File: config.mk
export PLATFORM = sky130hd
export DESIGN_NAME = seq_add_wide
export DESIGN_NICKNAME = d
export VERILOG_FILES = /design/src/rtl/seq_add_wide_pkg.sv /design/src/rtl/seq_add_wide_csa16.sv /design/src/rtl/seq_add_wide.sv
export SDC_FILE = /design/constraint.sdc
export NUM_CORES = 1
export LEC_CHECK = 0
export CAP_MARGIN = 25
export CORE_MARGIN = 2
export CORE_UTILIZATION = 53
export CTS_BUF_LIST = sky130_fd_sc_hd__clkbuf_8
export CTS_CLUSTER_SIZE = 28
export DETAILED_ROUTE_END_ITERATION = 10
export PLACE_DENSITY = 0.83
export SKIP_CTS_REPAIR_TIMING = 1
export SYNTH_ARGS = -nofsm -noshare
export SYNTH_HDL_FRONTEND = slang
export SYNTH_SLANG_ARGS = --single-unit
File: constraint.sdc
create_clock -name clk -period 4.2 [get_ports clk]
set_clock_uncertainty 0.2 [all_clocks]
set_input_delay 0.84 -clock clk [delete_from_list [all_inputs] [get_ports clk]]
set_output_delay 0.84 -clock clk [all_outputs]
set_load 0.02 [all_outputs]
File: src/rtl/seq_add_wide_pkg.sv
// +--------------------------------------------------------------------------+
// | seq_add_wide_pkg : shared word width, FSM states and index sizing        |
// | Rev 1.0                                                                  |
// +--------------------------------------------------------------------------+
`default_nettype none

package seq_add_wide_pkg;

  localparam int WORD_W = 16;

  typedef enum logic [1:0] {
    IDLE = 2'd0,
    RUN  = 2'd1,
    DONE = 2'd2
  } state_t;

  // A one-word index still needs a real bit, so never return zero.
  function automatic int idx_width(input int nwords);
    return (nwords > 1) ? $clog2(nwords) : 1;
  endfunction

endpackage

`default_nettype wire

File: src/rtl/seq_add_wide_csa16.sv
// +--------------------------------------------------------------------------+
// | CSA16ins : 16-bit carry-select adder slice                               |
// | Rev 1.0                                                                  |
// +--------------------------------------------------------------------------+
`default_nettype none

module CSA16ins
  import seq_add_wide_pkg::*;
(
  input  logic [WORD_W-1:0] a,
  input  logic [WORD_W-1:0] b,
  input  logic              cin,
  output logic [WORD_W-1:0] sum,
  output logic              cout
);

  localparam int HALF = WORD_W / 2;

  logic [HALF:0] w_lo;
  logic [HALF:0] w_hi0;
  logic [HALF:0] w_hi1;

  assign w_lo  = {1'b0, a[HALF-1:0]} + {1'b0, b[HALF-1:0]} + {{HALF{1'b0}}, cin};

  // Upper half is computed for both possible carries; the low carry picks one.
  assign w_hi0 = {1'b0, a[WORD_W-1:HALF]} + {1'b0, b[WORD_W-1:HALF]};
  assign w_hi1 = {1'b0, a[WORD_W-1:HALF]} + {1'b0, b[WORD_W-1:HALF]} + {{HALF{1'b0}}, 1'b1};

  assign sum  = {(w_lo[HALF] ? w_hi1[HALF-1:0] : w_hi0[HALF-1:0]), w_lo[HALF-1:0]};
  assign cout = w_lo[HALF] ? w_hi1[HALF] : w_hi0[HALF];

endmodule

`default_nettype wire

File: src/rtl/seq_add_wide.sv
// +--------------------------------------------------------------------------+
// | seq_add_wide : multi-cycle wide add/subtract through one 16-bit slice    |
// | Rev 1.0                                                                  |
// +--------------------------------------------------------------------------+
`default_nettype none

module seq_add_wide
  import seq_add_wide_pkg::*;
#(
  parameter int NWORDS = 4
) (
  input  logic                     clk,
  input  logic                     rst_n,
  input  logic                     in_valid,
  output logic                     in_ready,
  input  logic [WORD_W*NWORDS-1:0] a,
  input  logic [WORD_W*NWORDS-1:0] b,
  input  logic                     cin,
  input  logic                     sub,
  output logic                     out_valid,
  input  logic                     out_ready,
  output logic [WORD_W*NWORDS-1:0] sum,
  output logic                     cout,
  output logic                     ovf,
  output logic                     busy
);

  localparam int W   = WORD_W * NWORDS;
  localparam int IW  = idx_width(NWORDS);
  localparam int WSH = $clog2(WORD_W);
  localparam logic [IW-1:0] C_LAST = IW'(NWORDS - 1);

  state_t            r_state;
  logic [W-1:0]      r_a;
  logic [W-1:0]      r_b;
  logic [W-1:0]      r_sum;
  logic              r_carry;
  logic [IW-1:0]     r_idx;
  logic              r_cout;
  logic              r_ovf;
  logic              r_out_valid;
  logic              r_busy;

  logic [IW+WSH-1:0] w_base;
  logic [WORD_W-1:0] w_a_word;
  logic [WORD_W-1:0] w_b_word;
  logic [WORD_W-1:0] w_slice_sum;
  logic              w_slice_cout;
  logic              w_last;

  assign w_base   = {r_idx, {WSH{1'b0}}};
  assign w_a_word = r_a[w_base +: WORD_W];
  assign w_b_word = r_b[w_base +: WORD_W];
  assign w_last   = (r_idx == C_LAST);

  CSA16ins u_slice (
    .a    (w_a_word),
    .b    (w_b_word),
    .cin  (r_carry),
    .sum  (w_slice_sum),
    .cout (w_slice_cout)
  );

  always_ff @(posedge clk or negedge rst_n) begin
    if (!rst_n) begin
      r_state     <= IDLE;
      r_a         <= '0;
      r_b         <= '0;
      r_sum       <= '0;
      r_carry     <= 1'b0;
      r_idx       <= '0;
      r_cout      <= 1'b0;
      r_ovf       <= 1'b0;
      r_out_valid <= 1'b0;
      r_busy      <= 1'b0;
    end else begin
      unique case (r_state)
        IDLE: begin
          if (in_valid) begin
            // Subtraction is A + ~B + 1, so B is inverted once at capture.
            r_a     <= a;
            r_b     <= sub ? ~b : b;
            r_carry <= sub ? 1'b1 : cin;
            r_idx   <= '0;
            r_busy  <= 1'b1;
            r_state <= RUN;
          end
        end
        RUN: begin
          r_sum[w_base +: WORD_W] <= w_slice_sum;
          r_carry                 <= w_slice_cout;
          r_idx                   <= r_idx + 1'b1;
          if (w_last) begin
            r_cout      <= w_slice_cout;
            r_ovf       <= (w_a_word[WORD_W-1] == w_b_word[WORD_W-1]) &&
                           (w_slice_sum[WORD_W-1] != w_a_word[WORD_W-1]);
            r_out_valid <= 1'b1;
            r_state     <= DONE;
          end
        end
        DONE: begin
          if (out_ready) begin
            r_out_valid <= 1'b0;
            r_busy      <= 1'b0;
            r_state     <= IDLE;
          end
        end
        default: begin
          r_out_valid <= 1'b0;
          r_busy      <= 1'b0;
          r_state     <= IDLE;
        end
      endcase
    end
  end

  assign in_ready  = (r_state == IDLE);
  assign out_valid = r_out_valid;
  assign busy      = r_busy;
  assign sum       = r_sum;
  assign cout      = r_cout;
  assign ovf       = r_ovf;

endmodule

`default_nettype wire
Word-level counts from Yosys, hierarchy flattened
Cells that the tools add are included.
Cells by class
  divide/modulo/power cells: 0
  bitwise operators: 3
  $mul: 0
  order comparisons: 0
  equal/unequal tests: 8
  muxes and demuxes: 18
  reduce and logical (&&, ||, !) cells: 9
  shifts and indexed selects: 4
  add/subtract/negate cells: 6
Operators with widths (number)
  $shiftx A64 B7 Y16: 2
  $bwmux W64: 1
  $mux W64: 1
  $not A64 Y64: 1
  $shift A16 B8 Y64 const A: 1
  $shiftx A16 B8 Y64: 1
  $add A8 B8 Y9: 2
  $add A9 B1 Y9: 1
  $add A9 B1 Y9 const B: 1
  $reduce_and A3 Y1: 3
  $mux W2: 4
  $mux W8: 1
  $neg A6 Y8: 1
  $mux W1: 6
  $ne A2 B2 Y1 const B: 3
  $pmux W1 S3: 2
  $pmux W2 S3: 1
  $reduce_and A2 Y1: 3
  $eq A2 B2 Y1 const B: 2
  $pmux W2 S2: 1
  $add A2 B1 Y2 const B: 1
  $eq A2 B1 Y1 const B: 1
  $logic_not A2 Y1: 1
  $not A1 Y1: 2
  5 further kinds: 5
Storage, ports and cells
  bits in writable memories: 0
  bits in latches: 0
  register bits: 201
  ROM bits: 0
  output and inout bits: 69
  memories kept: 0
  word-level logic and storage cells: 58
  input port bits: 134

Depth between registers and ports, before layout
Gate-level depths: netlist of run 1.
  word-level depth: 6
  mapped depth: 13
  depth with buffers taken out: 11

By module
From an unflattened synthesis of run 1, not the netlist that was laid out.
Unflattened totals
  cells, all modules: 953
  area total of the unflattened synthesis: 9764.4 um^2
By module, submodules not included
  seq_add_wide: seq. area each 5029.8 um^2, times used 1, area an instance 8949.8 um^2, cells each 852
  CSA16ins: seq. area each 0.0 um^2, times used 1, area an instance 814.5 um^2, cells each 101

Worst setup path before layout of run 1
OpenSTA, ideal clock, no wires.
  path type: register to register
  start: register r_idx[0]
  end: register r_sum[31], in the netlist sum[31]
  setup time: 97 ps
  arrival: 3426 ps
  stages on the path, launching flop included: 12
  required time: 3903 ps
  clock period less this slack: 3723 ps
  path buffers: 2
  path slack: 477 ps
  cells stage by stage: dfrtp_1 -> buf_2 -> buf_2 -> mux4_2 -> fa_1 -> fa_1 -> a21o_1 -> o21ai_2 -> a32oi_4 -> and4_2 -> and4_4 -> o31ai_1
Between the ends
  word-level cells in the longest chain between the ends: 6
  elaborated cells between the ends (all ways): 11
  those cells by class: add/sub (5); shift (4); mux (2)
Ends and longest elaborated chain
  start: declaration: RTL line seq_add_wide.sv:38  | logic [IW-1:0] r_idx;
  start signal: assignment: RTL line seq_add_wide.sv:92  | r_idx <= r_idx + 1'b1;
  $shiftx A64 B7 Y16, on equally long branches: RTL line seq_add_wide.sv:52, seq_add_wide.sv:53
  $add A8 B8 Y9, on equally long branches: RTL line seq_add_wide_csa16.sv:26, seq_add_wide_csa16.sv:27, seq_add_wide_csa16.sv:23
  $add A9 B1 Y9, on equally long branches: RTL line seq_add_wide_csa16.sv:27, seq_add_wide_csa16.sv:23
  $mux W8: RTL line seq_add_wide_csa16.sv:29  | assign sum = {(w_lo[HALF] ? w_hi1[HALF-1:0] : w_hi0[HALF-1:0]), w_lo[HALF-1:0]};
  $shiftx A16 B8 Y64: RTL line seq_add_wide.sv:90  | r_sum[w_base +: WORD_W] <= w_slice_sum;
  $bwmux W64 (*): RTL line seq_add_wide.sv:90
  end signal: indexed assignment: RTL line seq_add_wide.sv:90
  end: declaration: RTL line seq_add_wide.sv:36  | logic [W-1:0] r_sum;
Every way passes the cells marked *; elsewhere a longest branch is shown, timed or not.
A chain may end at the register's enable or synchronous reset.

Worst setup path in the final report of run 1
Same ends and word-level chain as after synthesis.

==> flow_summary.ini, run 1 <==
[grt]
antenna_found_initial = 0
grt_pass1_vias = 7813
grt_usage_pct = 25.9
grt_max_degree = 195
grt_pass1_wl_um = 40400
grt_overflow = 0

[critical_path]
slowest_delay_ps = 560
path_delay_family = compound AO/OA/AOI/OAI gates
r2r_cells = 11
crit_buf_inv = 2
rr_endpoint = sum[31]
crit_path_start = r_idx[0]
r2r-start = r_idx[0]
cp_slowest_cell = dfrtp_2
cp_cell_sequence = buf_12 -> mux4_2 -> ha_1 -> inv_1 -> fa_1 -> nand2b_1 -> a211oi_1 -> o311a_1 -> nor2_4 -> a31oi_2 -> o31ai_1
critPathMaxFanout = 23
crit_required_ps = 4380
startpoint_type = flop
crit_type = flop to flop
r2r_slack_ps = 550
endpoint_kind = flop
arrival_ps = 3840

[sta]
min_period_over_period_pct = 87.0
setup_violations = 0
fin_tns_setup_ps = 0
fmaxAchievable_mhz = 274
final.min_clock_period_ps = 3650
tightest_slew_ps = 958
rsz0062_at_grt = no
slew_viol_final = 0
max_slew_margin_pct = 35.6
hold_viol = 0

[finish]
nets = 1308
diodes = 0
area_growth_pct = 30.0
drive_above_1_share_pct = 10.3
stdcell_area_um2 = 12700

[clock_tree]
clkLatencyLatePin_ps = 510
numCtsBuffers = 35
cts.sinks = 201
cts_tree = built
root_buffer = clkbuf_8
clockBufferDepth = 3
clk_pin_slew_ps = 60
cts_htree_levels = 2

[place]
hpwl_um = 18000
dpl_cell_area_um2 = 12000
place_congestion = 0.895
numPortBuffers = 202

[detailed_routing]
routed_via_density = 5.59
vias = 7834
drtIter0Drc = 622
finalWirelength_um = 25200
wl_per_cell_um = 18.0
drcViolationCount = 0
antenna_left = 0
first_pass_iters = 5

[yosys]
synthMuxAreaShare_pct = 7.37
synth-seq-cells = 201
syn_area_um2 = 9780
synth-compound-area-share_pct = 12.1
synth-xor-area-share_pct = 7.48
avgSynthCellArea_um2 = 10.2
ys_warn_count = 0
synth-seq-area-share_pct = 51.4
async_flop_share_pct = 100
synth-main-ff-cell = dfrtp_1
synth_edf_count = 0
synthAdderAreaFrac_pct = 3.43
synthSimpleGateAreaFrac_pct = 15.6
synth_nets = 1114
synth_top_family_by_area = simple AND/OR/NAND/NOR gates
netlist_instances = 955
ys_types = 57

[power_and_ir_drop]
netSwitchingPower_mw = 5.62
p_sw_share_pct = 45.5
seqPwrFrac_pct = 26.9
worst_ir_drop_vdd_uv = 668
p_int_mw = 6.72
clkPwrFrac_pct = 14.7
pwr-share-comb_pct = 58.4
p_leak_nw = 5.55
power_density_nw_per_um2 = 971

[floorplanning]
fp-row-count = 49
die_h_um = 140
die_w_um = 140
io-pin-count = 203
core_um2 = 18000
dieArea_um2 = 19600
start_util_pct = 54.3

[hold_path]
min_path_type = primary input to asynchronous set/reset pin

[status]
status = finished, final reports clean

[flow_run]
drv_cap = 0
registers in the layout, indices dropped and copies added (netlist names):
signal,flops
r_a,64
r_b,64
sum,64
r_idx,2
r_state,2
busy,1
cout,1
out_valid,1
ovf,1
r_carry,1
per-layer routing:
| layer | track usage [%] | part of all wire [%] | vias up |
|---|---|---|---|
| li1 | - | - | 3637 |
| met1 | 35.5 | 42 | 3805 |
| met2 | 42.0 | 49 | 338 |
| met3 | 4.16 | 6.5 | 54 |
| met4 | 10.2 | 2.8 | 0 |
| met5 | 0 | 0 | - |
cell usage in the layout, fill, tap and decap left out, drive strengths merged, types with 4 or more instances in the layout:
cell | Yosys | final
a21o | 4 | 4
a21oi | 73 | 73
a22o | 28 | 28
buf | 21 | 9
clkbuf | 32 | 47
clkdlybuf4s50 | 0 | 200
clkinv | 0 | 4
dfrtp | 201 | 201
ha | 22 | 22
inv | 11 | 20
mux4 | 32 | 32
nand2 | 253 | 253
nand2b | 5 | 5
nand3 | 8 | 8
nand4 | 4 | 4
nor2 | 87 | 87
nor3 | 4 | 4
o211ai | 6 | 6
o21ai | 39 | 39
o31ai | 5 | 5
xnor2 | 76 | 76
xor2 | 5 | 5
per-stage QoR:
stage          setup WS (ps)  hold slack (ps)  power (mW)  instances  util, %
2_1_floorplan            477              240        8.36        955        -
3_3_place_gp             680              252        10.2       1341     66.5
3_5_place_dp             592              257        10.4       1341     66.5
4_1_cts                  556              243        12.3       1401     70.5
5_1_grt                  288              288        13.2       1401     70.5
6_report                 547              228        12.3       1401     70.5
kinds of logic after synthesis:
family,Yosys count
xor gates and xnor gates,81
adders and majority gates,25
DFF,201
AOI/OAI and AO/OA,176
buffers and inverters,64
and+or+nand+nor,376
muxes,32
how the worst max path moves through the flow:
stage / to / slack (ps) / depth (start not counted)
5_1_grt: ovf / 290 / 11
3_3_place_gp: sum[44] / 680 / 9
2_1_floorplan: sum[31] / 480 / 11
4_1_cts: sum[31] / 560 / 11
6_report: sum[31] / 550 / 11
3_5_place_dp: sum[31] / 590 / 11
cells in the mapped netlist (all sizes together) (4+ instances only):
master	count	area, um2
xnor2	76	688
a21oi	73	369
buf	21	92.6
o31ai	5	37.5
ha	22	275
nor2	87	339
o211ai	6	50.1
dfrtp	201	5030
nand3	8	40.0
xor2	5	43.8
nand2	253	957
a22o	28	245
a21o	4	31.3
nor3	4	20.0
o21ai	39	206
nand2b	5	31.3
mux4	32	721
inv	11	41.3
nand4	4	25.0
clkbuf	32	123
worst reg2reg max path, stage by stage, from the launching register on:
cell and delay (ps):
dfrtp_2 560, buf_12 260, mux4_2 540, ha_1 270
inv_1 90, fa_1 190, nand2b_1 230, a211oi_1 130
o311a_1 360, nor2_4 250, a31oi_2 170, o31ai_1 290
layout make-up:
cell class,instances,area [um2]
Fill cell,1278,5310
Sequential cell,201,5030
Timing Repair Buffer,210,2130
Clock inverter,14,87.6
Inverter,11,41.3
Multi-Input combinational cell,690,4500
Tap cell,229,287
Clock buffer,46,633
power groups by stage:
stage / combinational (mW) / clock, mW / sequential [mW]
6_report: 7.21 / 1.82 / 3.31
3_3_place_gp: 6.91 / 0 / 3.29
3_5_place_dp: 7.12 / 0 / 3.32
4_1_cts: 7.18 / 1.84 / 3.30
5_1_grt: 7.87 / 1.92 / 3.39
2_1_floorplan: 5.01 / 0 / 3.35
Note: power is estimated with default switching activity, not from simulation.
==> run 2: changes to the inputs <==
--- a/config.mk
+++ b/config.mk
@@ -6,6 +6,7 @@
 export NUM_CORES = 1
 export LEC_CHECK = 0
 export CAP_MARGIN = 25
+export CORE_ASPECT_RATIO = 1.2
 export CORE_MARGIN = 2
 export CORE_UTILIZATION = 53
 export CTS_BUF_LIST = sky130_fd_sc_hd__clkbuf_8
==> run 2 against run 1 <==
Against the previous run:
- design area decreased by 0.88%
- global-route usage decreased by 0.85 points
- power decreased by 2.4%
- via count decreased by 1.4%
- setup slack got worse by 88 ps
- sequential power about the same
- highest routed layer unchanged
==> flow_summary.ini, run 2 (synthesis results as in run 1) <==
[floorplanning]
start_util_pct = 54.0
core_um2 = 18100
die_w_um = 128
dieArea_um2 = 19600
fp-row-count = 54
die_h_um = 153
io-pin-count = 203

[grt]
grt_pass1_wl_um = 39100
grt_usage_pct = 25.1
grt_pass1_vias = 7613
antenna_found_initial = 0
grt_overflow = 0
grt_max_degree = 138

[power_and_ir_drop]
clkPwrFrac_pct = 12.8
p_total_mw = 12.0
p_leak_nw = 5.51
p_int_mw = 6.50
power_density_nw_per_um2 = 956
worst_ir_drop_vdd_uv = 630
seqPwrFrac_pct = 27.3
pwr-share-comb_pct = 59.9
p_sw_share_pct = 46.1
netSwitchingPower_mw = 5.55

[detailed_routing]
first_pass_iters = 5
drtIter0Drc = 573
routed_via_density = 5.54
wl_per_cell_um = 17.5
drcViolationCount = 0
antenna_left = 0
finalWirelength_um = 24500
vias = 7722

[sta]
rsz0062_at_grt = no
fmaxAchievable_mhz = 267
whs_ps = 137
slew_viol_final = 0
hold_viol = 0
setup_violations = 0
min_period_over_period_pct = 89.1
max_slew_margin_pct = 32.1
final.min_clock_period_ps = 3740
fin_tns_setup_ps = 0
tightest_slew_ps = 1020

[flow_run]
drv_cap = 0

[clock_tree]
clkLatencyLatePin_ps = 550
numCtsBuffers = 30
cts_htree_levels = 1
cts.sinks = 201
clockBufferDepth = 3
clk_pin_slew_ps = 70
cts_tree = built
root_buffer = clkbuf_8

[finish]
layout_commonest_cell = nand2_1
nets = 1308
drive_above_1_share_pct = 10.2
instances_no_fill = 1395
diodes = 0
layout_common_cells = nand2_1, dfrtp_1, clkdlybuf4s50_1
area_growth_pct = 28.8
finish.utilization_pct = 69.6

[critical_path]
arrival_ps = 3930
crit_required_ps = 4390
r2r_cells = 9
rr_endpoint = sum[29]
r2r_slack_ps = 460
startpoint_type = flop
crit_type = flop to flop
crit_top_cell = fa_1
slowest_delay_ps = 580
cp_slowest_cell = dfrtp_2
path_delay_family = adder cells
critPathMaxFanout = 12
crit_buf_inv = 0
r2r-start = r_idx[0]
cp_cell_sequence = mux4_2 -> fa_1 -> fa_1 -> a21o_1 -> o21ai_2 -> a32oi_4 -> and4_2 -> xnor2_1 -> o21ai_0
endpoint_kind = flop

[place]
numPortBuffers = 202
place_congestion = 0.916
hpwl_um = 18200
place_inst = 1341

[hold_path]
min_path_type = primary input to asynchronous set/reset pin

[status]
status = finished, final reports clean
[run 2: cell type report]
type / count / area [um2]
Fill cell: 1295 / 5510
Sequential cell: 201 / 5030
Multi-Input combinational cell: 690 / 4500
Timing Repair Buffer: 215 / 2160
Clock buffer: 38 / 523
Tap cell: 224 / 280
Clock inverter: 16 / 67.6
Inverter: 11 / 41.3
[run 2: how the worst max path moves through the flow]
| stage | startpoint | end | slack [ps] | depth (start not counted) |
|---|---|---|---|---|
| 3_3_place_gp | r_idx[0] | sum[45] | 640 | 9 |
| 2_1_floorplan | r_idx[0] | sum[31] | 480 | 11 |
| 4_1_cts | r_idx[0] | sum[29] | 440 | 9 |
| 3_5_place_dp | r_idx[0] | sum[29] | 480 | 9 |
| 6_report | r_idx[0] | sum[29] | 460 | 9 |
| 5_1_grt | r_idx[0] | ovf | 250 | 11 |
[run 2: power by group through the flow]
stage                     sequential [mW]  combinational, mW  clock (mW)
final                                3.29               7.22        1.54
after detailed placement             3.31               7.14           0
after floorplan                      3.35               5.01           0
after global placement               3.27               6.91           0
after CTS                            3.28               7.17        1.56
after global routing                 3.38               7.83        1.65
[run 2: metrics by stage]
stage	setup WS (ps)	cell area [um2]
3_3_place_gp	638	12000
4_1_cts	444	12600
3_5_place_dp	480	12000
6_report	459	12600
5_1_grt	247	12600
2_1_floorplan	477	9780
[run 2: layer usage]
| metal | vias up | share of wire (%) | GRT usage, % |
|---|---|---|---|
| met5 | - | 0 | 0 |
| met4 | 0 | 3.1 | 9.00 |
| met3 | 49 | 5.1 | 3.13 |
| met2 | 298 | 50 | 41.9 |
| met1 | 3733 | 41 | 33.9 |
| li1 | 3642 | - | - |
[run 2: worst reg2reg max path, stage by stage (launching register included)]
cell and delay, ps:
dfrtp_2 580, mux4_2 590, fa_1 440, fa_1 420, a21o_1 200, o21ai_2 180, a32oi_4 190, and4_2 270
xnor2_1 340, o21ai_0 180
